==> src/rtl/instr_mem_loader.sv <==
// Boot-time instruction loader: packs a big-endian byte stream into 32-bit words,
// writes them from address 0 upward and keeps the processor in reset until the image is in.
module instr_mem_loader #(
    parameter int ADDR_W      = 10,
    parameter int HOLD_CYCLES = 4
) (
    input  logic              clk,
    input  logic              rst,
    input  logic              start,
    input  logic [ADDR_W:0]   word_count,
    input  logic              in_valid,
    input  logic [7:0]        in_data,
    output logic              in_ready,
    output logic              mem_we,
    output logic [ADDR_W-1:0] mem_addr,
    output logic [31:0]       mem_wdata,
    output logic              cpu_rst,
    output logic              busy,
    output logic              done,
    output logic              error
);

    localparam logic [ADDR_W:0] DEPTH     = {1'b1, {ADDR_W{1'b0}}};
    localparam logic [ADDR_W:0] ADDR_ONE  = {{ADDR_W{1'b0}}, 1'b1};
    localparam int              HOLD_W    = (HOLD_CYCLES > 1) ? $clog2(HOLD_CYCLES) : 1;
    localparam logic [HOLD_W-1:0] HOLD_LAST = HOLD_W'(HOLD_CYCLES - 1);
    localparam logic [HOLD_W-1:0] HOLD_ONE  = HOLD_W'(1);

    typedef enum logic [2:0] {IDLE, RECV, WRITE, HOLD, DONE} state_t;

    state_t            state;
    logic [ADDR_W:0]   count_q;
    logic [ADDR_W:0]   addr_q;
    logic [1:0]        byte_cnt;
    logic [23:0]       shift_q;
    logic [HOLD_W-1:0] hold_cnt;
    logic              start_ok;

    assign start_ok = start && (word_count != '0) && (word_count <= DEPTH);

    // NOTE: every register here uses non-blocking assignment so all state sees the
    // pre-edge values of its neighbours; blocking would make ordering matter.
    always_ff @(posedge clk or negedge rst) begin
        if (!rst) begin
            state     <= IDLE;
            count_q   <= '0;
            addr_q    <= '0;
            byte_cnt  <= '0;
            shift_q   <= '0;
            hold_cnt  <= '0;
            in_ready  <= 1'b0;
            mem_we    <= 1'b0;
            mem_addr  <= '0;
            mem_wdata <= '0;
            cpu_rst   <= 1'b1;
            busy      <= 1'b0;
            done      <= 1'b0;
            error     <= 1'b0;
        end else begin
            mem_we <= 1'b0;
            case (state)
                IDLE, DONE: begin
                    if (start_ok) begin
                        state    <= RECV;
                        count_q  <= word_count;
                        addr_q   <= '0;
                        byte_cnt <= '0;
                        shift_q  <= '0;
                        error    <= 1'b0;
                        in_ready <= 1'b1;
                        busy     <= 1'b1;
                        cpu_rst  <= 1'b1;
                        done     <= 1'b0;
                    end else if (start) begin
                        error <= 1'b1;
                    end
                end

                RECV: begin
                    // in_ready is always high in RECV, so in_valid alone marks acceptance
                    if (in_valid) begin
                        byte_cnt <= byte_cnt + 2'd1;
                        shift_q  <= {shift_q[15:0], in_data};
                        if (byte_cnt == 2'd3) begin
                            state     <= WRITE;
                            in_ready  <= 1'b0;
                            mem_we    <= 1'b1;
                            mem_addr  <= addr_q[ADDR_W-1:0];
                            mem_wdata <= {shift_q, in_data};
                        end
                    end
                end

                WRITE: begin
                    addr_q <= addr_q + ADDR_ONE;
                    if (addr_q + ADDR_ONE == count_q) begin
                        if (HOLD_CYCLES == 0) begin
                            state   <= DONE;
                            cpu_rst <= 1'b0;
                            done    <= 1'b1;
                            busy    <= 1'b0;
                        end else begin
                            state    <= HOLD;
                            hold_cnt <= '0;
                        end
                    end else begin
                        state    <= RECV;
                        in_ready <= 1'b1;
                    end
                end

                HOLD: begin
                    if (hold_cnt == HOLD_LAST) begin
                        state   <= DONE;
                        cpu_rst <= 1'b0;
                        done    <= 1'b1;
                        busy    <= 1'b0;
                    end else begin
                        hold_cnt <= hold_cnt + HOLD_ONE;
                    end
                end

                default: state <= IDLE;
            endcase
        end
    end

endmodule

==> config.mk <==
export PLATFORM = sky130hd
export DESIGN_NAME = instr_mem_loader
export DESIGN_NICKNAME = d
export VERILOG_FILES = /design/src/rtl/instr_mem_loader.sv
export SDC_FILE = /design/constraint.sdc
export NUM_CORES = 1
export LEC_CHECK = 0
export CAP_MARGIN = 20
export CORE_UTILIZATION = 35
export CTS_BUF_LIST = sky130_fd_sc_hd__clkbuf_2
export DETAILED_ROUTE_END_ITERATION = 8
export PLACE_DENSITY = 0.63
export SLEW_MARGIN = 20
export SYNTH_ARGS = -nofsm -noshare
export SYNTH_HDL_FRONTEND = slang
export SYNTH_SLANG_ARGS = --single-unit
==> constraint.sdc <==
create_clock -name clk -period 2.65 [get_ports clk]
set_input_delay 0.795 -clock clk [delete_from_list [all_inputs] [get_ports clk]]
set_output_delay 0.795 -clock clk [all_outputs]
set_load 0.02 [all_outputs]
==> results_dict.tcl <==
set metrics [dict create \
    die_w_um 114 \
    path_clk_slew_ps 280 \
    dpl_worst_slack_ps -358 \
    syn_area_um2 4370 \
    clockBufferDepth 2 \
    cap_violations 0 \
    initial_core_util 0.362 \
    synth.distinct_cells 53 \
    p_per_area_nw_per_um2 1060 \
    wl_um 9630 \
    ys_seq_area_frac 0.579 \
    fin_util 0.456 \
    synth_seq_cells 101 \
    async_flop_share 1.00 \
    antenna_found_initial 0 \
    crit_fanout 2 \
    finalSetupViolations 0 \
    crit_type "flip-flop to output port" \
    ios 71 \
    grt_pass1_wl_um 15500 \
    end_kind "output port" \
    yosys.cell_count.top_type "dfrtp_1" \
    netlist.area_leader.share 0.573 \
    dieArea_um2 12900 \
    reg2reg_depth 7 \
    cp-start-kind "flip-flop" \
    grt_usage 0.159 \
    max_stage_delay_ps 630 \
    crit_slowest_cell "clkdlybuf4s50_1" \
    fmax_mhz 405 \
    num-nets-final 449 \
    cp.depth 1 \
    numPortBuffers 70 \
    drt-initial-drc-count 170 \
    worst_slew_pin_slew_ps 579 \
    cts_root_buffer "clkbuf_2" \
    drv_slew 0 \
    globalplace.congestion 0.785 \
    syn-num-nets 365 \
    ant_nets 0 \
    max_slew_margin 0.614 \
    die-height_um 114 \
    final_cells 594 \
    synthFlopType "dfrtp_1" \
    fin_ws_ps 181 \
    vias 3006 \
    syn_inst 339 \
    syn_to_final_growth_pct 26.1 \
    grt_max_degree 43 \
    final_layout_size_suffix_gt1_frac 0.249 \
    vias_per_cell 5.06 \
    worstPathArrival_ps 1670 \
    synth_area_leaders "dfrtp_1 57%, mux2_2 13%, a22o_1 5.2%" \
    avgRoutedWirePerCell_um 16.2 \
    leakagePower_nw 2.49 \
    grt_setup_unrepaired "no" \
    post_cts_buffers 0 \
    clk_latency_ps 610 \
    antenna_cells 0 \
    h-tree-depth 3 \
    place_hpwl_um 6710 \
    yosys-top-cells-count "100 x dfrtp_1, 52 x mux2_2, 26 x a22o_1, 20 x o21ai_0, 16 x nand2_1" \
    cts_tree "yes" \
    synth_largest_area_cell "dfrtp_1" \
    syn_area_per_cell_um2 12.9 \
    drt-pass1-iter-count 5 \
    clock_sink_count 101 \
    dp.cells 580 \
    yosysWarnings 0 \
    core_um2 12100 \
    status "complete, no violations" \
    cp_top_family "buffers and inverters" \
    required_ps 1860 \
    vdd_drop_max_v 0.000532 \
    period_share 0.932 \
    hold_class "input port to async pin" \
    path_cells "clkdlybuf4s50_1" \
    grt_pass1_vias 2984 \
    cts_buffers 9 \
    clock_skew_ps 24.1 \
    cts_hold_buf 0 \
    post-route-drc-count 0 \
    core.rowCount 40 \
    crit_buf_inv 1 \
    gr-total-overflow 0 \
    synth-edff-count 0 \
    hold_viol_final 0 \
    period_needed_ps 2470 \
]
==> report_power, final <==
| part | switching [mW] | internal, mW | leakage [nW] |
|---|---|---|---|
| Clock | 0.517 | 0.213 | 0.0646 |
| Combinational | 1.14 | 1.32 | 1.11 |
| Sequential | 0.489 | 2.13 | 1.31 |
==> state kept, by name, summed over array words and instances, names as in the netlist, 2 cells and up <==
signal	flops
hold_cnt	2
addr_q	11
state	3
shift_q	24
byte_cnt	2
mem_addr	10
mem_wdata	32
count_q	11
==> worst reg2reg max path, cell delays in order, from the launching register on <==
cell and delay, ps:
dfrtp_1 530, ha_1 350, nand3_1 200, nor4_4 310
xnor2_1 110, a211o_1 260, nor4_2 440, o31ai_1 140
==> layout make-up <==
class                           instances  area [µm²]
Clock buffer                            9        45.0
Multi-Input combinational cell        208        1700
Fill cell                            1133        6560
Tap cell                              168         210
Clock inverter                          5        60.1
Inverter                                9        33.8
Timing Repair Buffer                   94         931
Sequential cell                       101        2530
==> placed cells by master, fill, tap and decap left out, drive strengths merged, types with 3 or more instances in the layout <==
master	netlist	final
a21o	3	3
a21oi	5	5
a22o	26	26
a31o	3	3
buf	15	25
clkbuf	6	9
clkdlybuf4s50	0	68
dfrtp	100	100
ha	3	3
inv	9	11
mux2	54	54
nand2	17	17
nand3	8	8
nand4	3	3
nor2	13	13
nor3	3	3
nor4	5	5
o21ai	21	21
o31ai	3	3
xnor2	8	8
xor2	3	3
==> routing by layer <==
layer	up-vias	GRT usage	share of wire
met2	90	0.249	0.47
met5	-	0	0
met4	0	0.0474	0.0093
met3	11	0.0611	0.068
li1	1397	-	-
met1	1508	0.204	0.46
==> cell families after synthesis <==
group           count (synthesis)  synth area share
mux                            56             0.146
fa+ha+maj                       3           0.00860
buf+inv                        30            0.0341
simple gates                   64            0.0888
xor+xnor                       11            0.0221
flops                         101             0.579
compound gates                 74             0.122
==> repair_timing <==
| action | 4_1_cts | 5_1_grt |
|---|---|---|
| setup endpoints to repair | 0 | 1 |
| resized for setup | 0 | 1 |
| hold endpoints to repair | 0 | 0 |
==> path summary, 6_finish.rpt <==
check | slack [ps] | to | startpoint
max | 180 | mem_wdata[24] | mem_wdata[24]
min | 140 | hold_cnt[0] | rst
max reg2reg | 210 | hold_cnt[1] | addr_q[0]
min reg2reg | 520 | busy | busy
max in group asynchronous | 1860 | cpu_rst | rst
min in group clk | 520 | busy | busy
==> through the flow <==
| stage | power (mW) | instance area [µm²] | TNS, ps | hold WS, ps |
|---|---|---|---|---|
| final | 5.81 | 5510 | 0 | 138 |
| after detailed placement | 5.14 | 5400 | -14310 | 473 |
| after global routing | 6.18 | 5510 | 0 | 107 |
| after floorplan | 4.08 | 4370 | 0 | 462 |
| after CTS | 5.87 | 5500 | 0 | 113 |
| after global placement | 5.06 | 5400 | -12500 | 465 |
(Power assumes the default switching activity.)
==> RTL edit 1, RTL diff (config.mk and constraints unchanged) <==
Change the parameter `ADDR_W` from 10 to 11.
--- a/src/rtl/instr_mem_loader.sv
+++ b/src/rtl/instr_mem_loader.sv
@@ -3,3 +3,3 @@
 module instr_mem_loader #(
-    parameter int ADDR_W      = 10,
+    parameter int ADDR_W      = 11,
     parameter int HOLD_CYCLES = 4
Interface: changed (resized mem_addr and word_count); port bits go from 71 to 73. No check against the original RTL was run, so the function may have changed too.
==> RTL edit 1 against the unedited design <==
- first-iteration DRC count is 28% higher
- area after synthesis is 4.3% higher
- non-clock buffer count is 3 higher
- routed wire length is 0.45% lower
- setup slack worse by 0.11 ns
- fmax is 4.4% lower
- sequential share of layout area is 0.89 points lower
- register-to-register slack worse by 0.05 ns
- hold slack better by 0.37 ns
- cell area is 5.0% higher
- total power is 5.8% lower
- sequential cell count is 3 higher
- critical endpoint is now cpu_rst
==> RTL edit 1: results (changes against the unedited design) <==
| Metric | Value |
|---|---|
| Total GRT Usage | 15.5% (-0.42 points) |
| Synth warn | 0 (unchanged) |
| Grt met1 use | 21.9% (+1.6 points) |
| Drt first-iter violations | 217 (+28%) |
| Routed vias/inst | 4.93 (-2.7%) |
| Global-route wire length before repair | 16000 um (+3.3%) |
| DR WL/cell | 14.4 um (-11%) |
| Ratio of cells with drive above 1 in the final layout | 21.9% (-3.0 points) |
| Met3 Use GR | 1.94% (-4.2 points) |
| Fillers | 1213 (+7.1%) |
| DR WL met3 | 271 um (-59%) |
| Crit path max-delay family | flip-flops |
| Clk buf depth | 2 (unchanged) |
| Worst Hold Launch | shift_q[17]$_DFFE_PN0P_ |
| Root Buffer | clkbuf_2 |
| Worst hold path class | register to register |
| Pin count of the biggest net entering global routing | 55 (+28%) |
| Post-synth top cells | 103 x dfrtp_1, 68 x nand2_1, 55 x mux2_2, 28 x nand3_1 |
| Pre-CTS WS | -0.751 ns (-0.393 ns) |
| GR Util met2 | 23.3% (-1.7 points) |
| Placed cells | 649 (+12%) |
| Unique cell type count in the Yosys netlist | 47 (-11%) |
| Final Non-Filler Cells | 666 (+12%) |
| Register area share after synthesis | 57.2% (-0.72 points) |
| Measured slew at the worst slew-check pin | 0.674 ns (+0.0949 ns) |
| Clock transition at path regs | 0.28 ns (about the same) |
| M1 WL | 4690 um (+6.9%) |
| Async SR Flop Fraction | 100% (unchanged) |
| Slowest-stage cell, CP | dfstp_2 |
| Status | finished clean |
| Synth area leaders | dfrtp_1 57%, mux2_2 14%, nand2_1 5.6% |
| CP Launch Point | cpu_rst$_DFFE_PN1P_ |
| Gpl congestion | 0.776 (-1.2%) |
| Buffers on Ports | 72 (+2.9%) |
| CP max stage delay | 0.60 ns (-0.03 ns) |
| Post-synth net total | 432 (+18%) |
| WP data arrival | 1.79 ns (+0.12 ns) |
| Worst Skew | 0.0188 ns (-0.00537 ns) |
| TritonRoute pass-1 iters | 4 (-1) |
| Top FF cell, synth | dfrtp_1 |
| P_leak | 2.61 nW (+5.0%) |
| Crit path max fanout | 2 (unchanged) |
| Synth Area per Inst | 11.2 um^2 (-13%) |
| Layout Nets | 516 (+15%) |
| Vias in the first global route | 3201 (+7.3%) |
| Max Used Layer | met4 |
| Clk_lat worst skew | approximately 0.6 ns |
| Detailed placer's ending HPWL | 6880 um (+2.5%) |
| Setup Buffers After CTS | 0 (unchanged) |
| R2R cell count | 9 (+2) |
| Met2 WL | 4490 um (-0.20%) |
| Placed cell area | 5650 um^2 (+4.6%) |
| Worst VDD drop | 0.000453 V (-15%) |
-- RTL edit 1: cell types whose count changed after synthesis, sizes merged, moves of 10 or more --
cell / delta
nand2: +51
a22o: -26
nand3: +21
clkbuf: +13
buf: -10
-- RTL edit 1: path summary, 6_finish.rpt --
kind,end,slack [ns]
max,cpu_rst,0.07
min,shift_q[17]$_DFFE_PN0P_,0.51
max reg2reg,hold_cnt[1]$_DFFE_PN0P_,0.16
min reg2reg,shift_q[17]$_DFFE_PN0P_,0.51
max in group asynchronous,cpu_rst$_DFFE_PN1P_,1.35
min in group asynchronous,mem_wdata[29]$_DFFE_PN0P_,0.58
-- RTL edit 1: logic make-up (layout without fill, tap and decap cells) --
logic type,Yosys count,count (layout),synth area share (%)
xor+xnor,12,12,2.31
compound gates,51,51,7.45
buf+inv,31,120,2.64
fa+ha+maj,3,3,0.824
flops,104,104,57.2
simple gates,148,148,15.7
mux,56,56,13.9
-- RTL edit 1: repair_timing --
item | in CTS | in global routing
endpoints found under the hold margin | 23 | 0
setup endpoints to repair | 27 | 3
gates resized for setup | 2 | 3
hold buffers | 1 | 0
pin swaps | 0 | 1
-- RTL edit 1: power breakdown --
part           internal, mW  total (mW)  switching, mW
combinational          1.15        2.34           1.18
sequential             2.10        2.46          0.353
clock                 0.136       0.681          0.544
-- RTL edit 1: final cells by class --
class                           instances  area (um^2)  share of cell area [%]
Clock inverter                          7         53.8                   0.931
Tap cell                              172          215                    3.72
Timing Repair Buffer                   97          971                    16.8
Inverter                                7         26.3                   0.455
Multi-Input combinational cell        270         1870                    32.3
Clock buffer                            9         45.0                   0.779
Sequential cell                       104         2600                    45.0
==> RTL edit 2, RTL diff (same settings) <==
Without the edit above. Reset style: synchronous (`rst`), changed in one clocked block.
--- a/src/rtl/instr_mem_loader.sv
+++ b/src/rtl/instr_mem_loader.sv
@@ -42,3 +42,3 @@
     // pre-edge values of its neighbours; blocking would make ordering matter.
-    always_ff @(posedge clk or negedge rst) begin
+    always_ff @(posedge clk) begin
         if (!rst) begin
Formal check against the unedited RTL: differs if rst is asserted again (counterexample within 4 cycles, from zero or initial values and one cycle with rst low); with rst held inactive, the same outputs for 10 cycles.
==> RTL edit 2 against the unedited design <==
- sequential share of layout area down 8.2 points
- area after synthesis fell by 2.1%
- routed wire length grew 6.9%
- cell count is 24% higher
- sequential cell count stayed put
- cell area is 2.8% lower
- setup slack worse by 0.021 ns
- utilization shrank 0.88 points
- critical path type is now register to register
- critical endpoint is now in_ready$_SDFFE_PN0P_
- highest routed layer unchanged
Power is not compared: it rests on default switching activity, and its combinational part moved more than twofold at a synthesized area within 25%.
==> RTL edit 2: results (changes against the unedited design) <==
| Metric | Value |
|---|---|
| Min Tclk post-route | 2.49 ns (+0.0207 ns) |
| Clk_lat worst skew | 0.56 ns (-0.05 ns) |
| Clock transition at path regs | 0.26 ns (-0.02 ns) |
| Largest regs | mem_wdata x32, shift_q x24 |
| Placed cells | 721 (+24%) |
| Pin count of the biggest net entering global routing | 45 (+4.7%) |
| Pre-CTS WS | -0.267 ns (+0.0907 ns) |
| Ratio of cells with drive above 1 in the final layout | 10.3% (-15 points) |
| Crit path max fanout | 9 (+7) |
| Crit path max-delay family | simple AND/OR/NAND/NOR gates |
| Layout Nets | 611 (+36%) |
| Global-route wire length before repair | 17200 um (+11%) |
| Register area share after synthesis | 47.3% (-11 points) |
| CP max stage delay | 0.61 ns (-0.02 ns) |
| Final Non-Filler Cells | 737 (+24%) |
| Synth top area share | 47.3% (-10 points) |
| WP data arrival | 2.96 ns (+1.29 ns) |
| Worst hold path class | register to register |
| Placed cell area | 5240 um^2 (-3.0%) |
| Synth Area per Inst | 8.24 um^2 (-36%) |
| Gpl congestion | 0.840 (+7.0%) |
| Clock Power Share | ~30% |
| TritonRoute pass-1 iters | 4 (-1) |
| Top FF cell, synth | dfxtp_1 |
| Via Count | 3757 (+25%) |
| Post-synth top cells | 125 x nand2_1, 101 x dfxtp_1, 81 x a21oi_1, 33 x nand3_1, 30 x nor2_1 |
| Drt first-iter violations | 249 (+46%) |
| Synth area leaders | dfxtp_1 47%, nand2_1 11%, a21oi_1 9.5% |
| Total GRT Usage | 17.0% (+1.1 points) |
| Vias in the first global route | 3501 (+17%) |
| Unique cell type count in the Yosys netlist | 58 (+9.4%) |
| Async SR Flop Fraction | 0% (-100 points) |
| Status | finished clean |
| Slew headroom | 63.5% (+2.1 points) |
| Detailed placer's ending HPWL | 7440 um (+11%) |
RTL edit 2: cell types whose count changed after synthesis, sizes merged, moves of 26 or more:
cell | before | now
nand3 | 8 | 34
dfrtp | 100 | 0
a22o | 26 | 0
a21oi | 5 | 81
dfxtp | 0 | 101
mux2 | 54 | 0
nand2 | 17 | 125
RTL edit 2: final timing paths:
kind                             from                          to  slack (ns)  cells after the start
min          shift_q[20]$_SDFFE_PN0P_  mem_wdata[28]$_SDFFE_PN0P_        0.47                      2
min reg2reg  shift_q[20]$_SDFFE_PN0P_  mem_wdata[28]$_SDFFE_PN0P_        0.47                      2
max reg2reg    addr_q[3]$_SDFFE_PN0P_       in_ready$_SDFFE_PN0P_        0.16                      6
max            addr_q[3]$_SDFFE_PN0P_       in_ready$_SDFFE_PN0P_        0.16                      6
RTL edit 2: area by class of cell:
type / count / area [um^2]
clock inverter: 7 / 73.8
multi-input combinational: 374 / 2040
fill: 1198 / 6610
inverter: 4 / 15.0
tap: 147 / 184
sequential: 101 / 2020
clock buffer: 9 / 45.0
timing repair buffer: 95 / 976
RTL edit 2: worst reg2reg max path, stage by stage (launching register included):
cell       delay, ns
dfxtp_1         0.61
nand4_4         0.19
or4_4           0.58
a2111oi_4       0.39
nand4_2         0.21
o211ai_1        0.32
a21oi_1         0.10
RTL edit 2: kinds of logic after synthesis:
kind of cell	Yosys count	share of synthesized area, %
simple gates	229	24.7
mux	11	2.58
fa+ha+maj	3	0.878
xor+xnor	13	2.99
buf+inv	44	5.38
flops	101	47.3
compound gates	118	16.2
RTL edit 2: layer usage:
metal	global-route usage, %	up-vias	part of all wire (%)	routed length, um
li1	-	1903	-	-
met1	23.6	1772	49	5070
met2	26.7	78	46	4700
met3	2.81	4	4.5	465
met4	6.13	0	0.55	57
met5	0	-	0	0
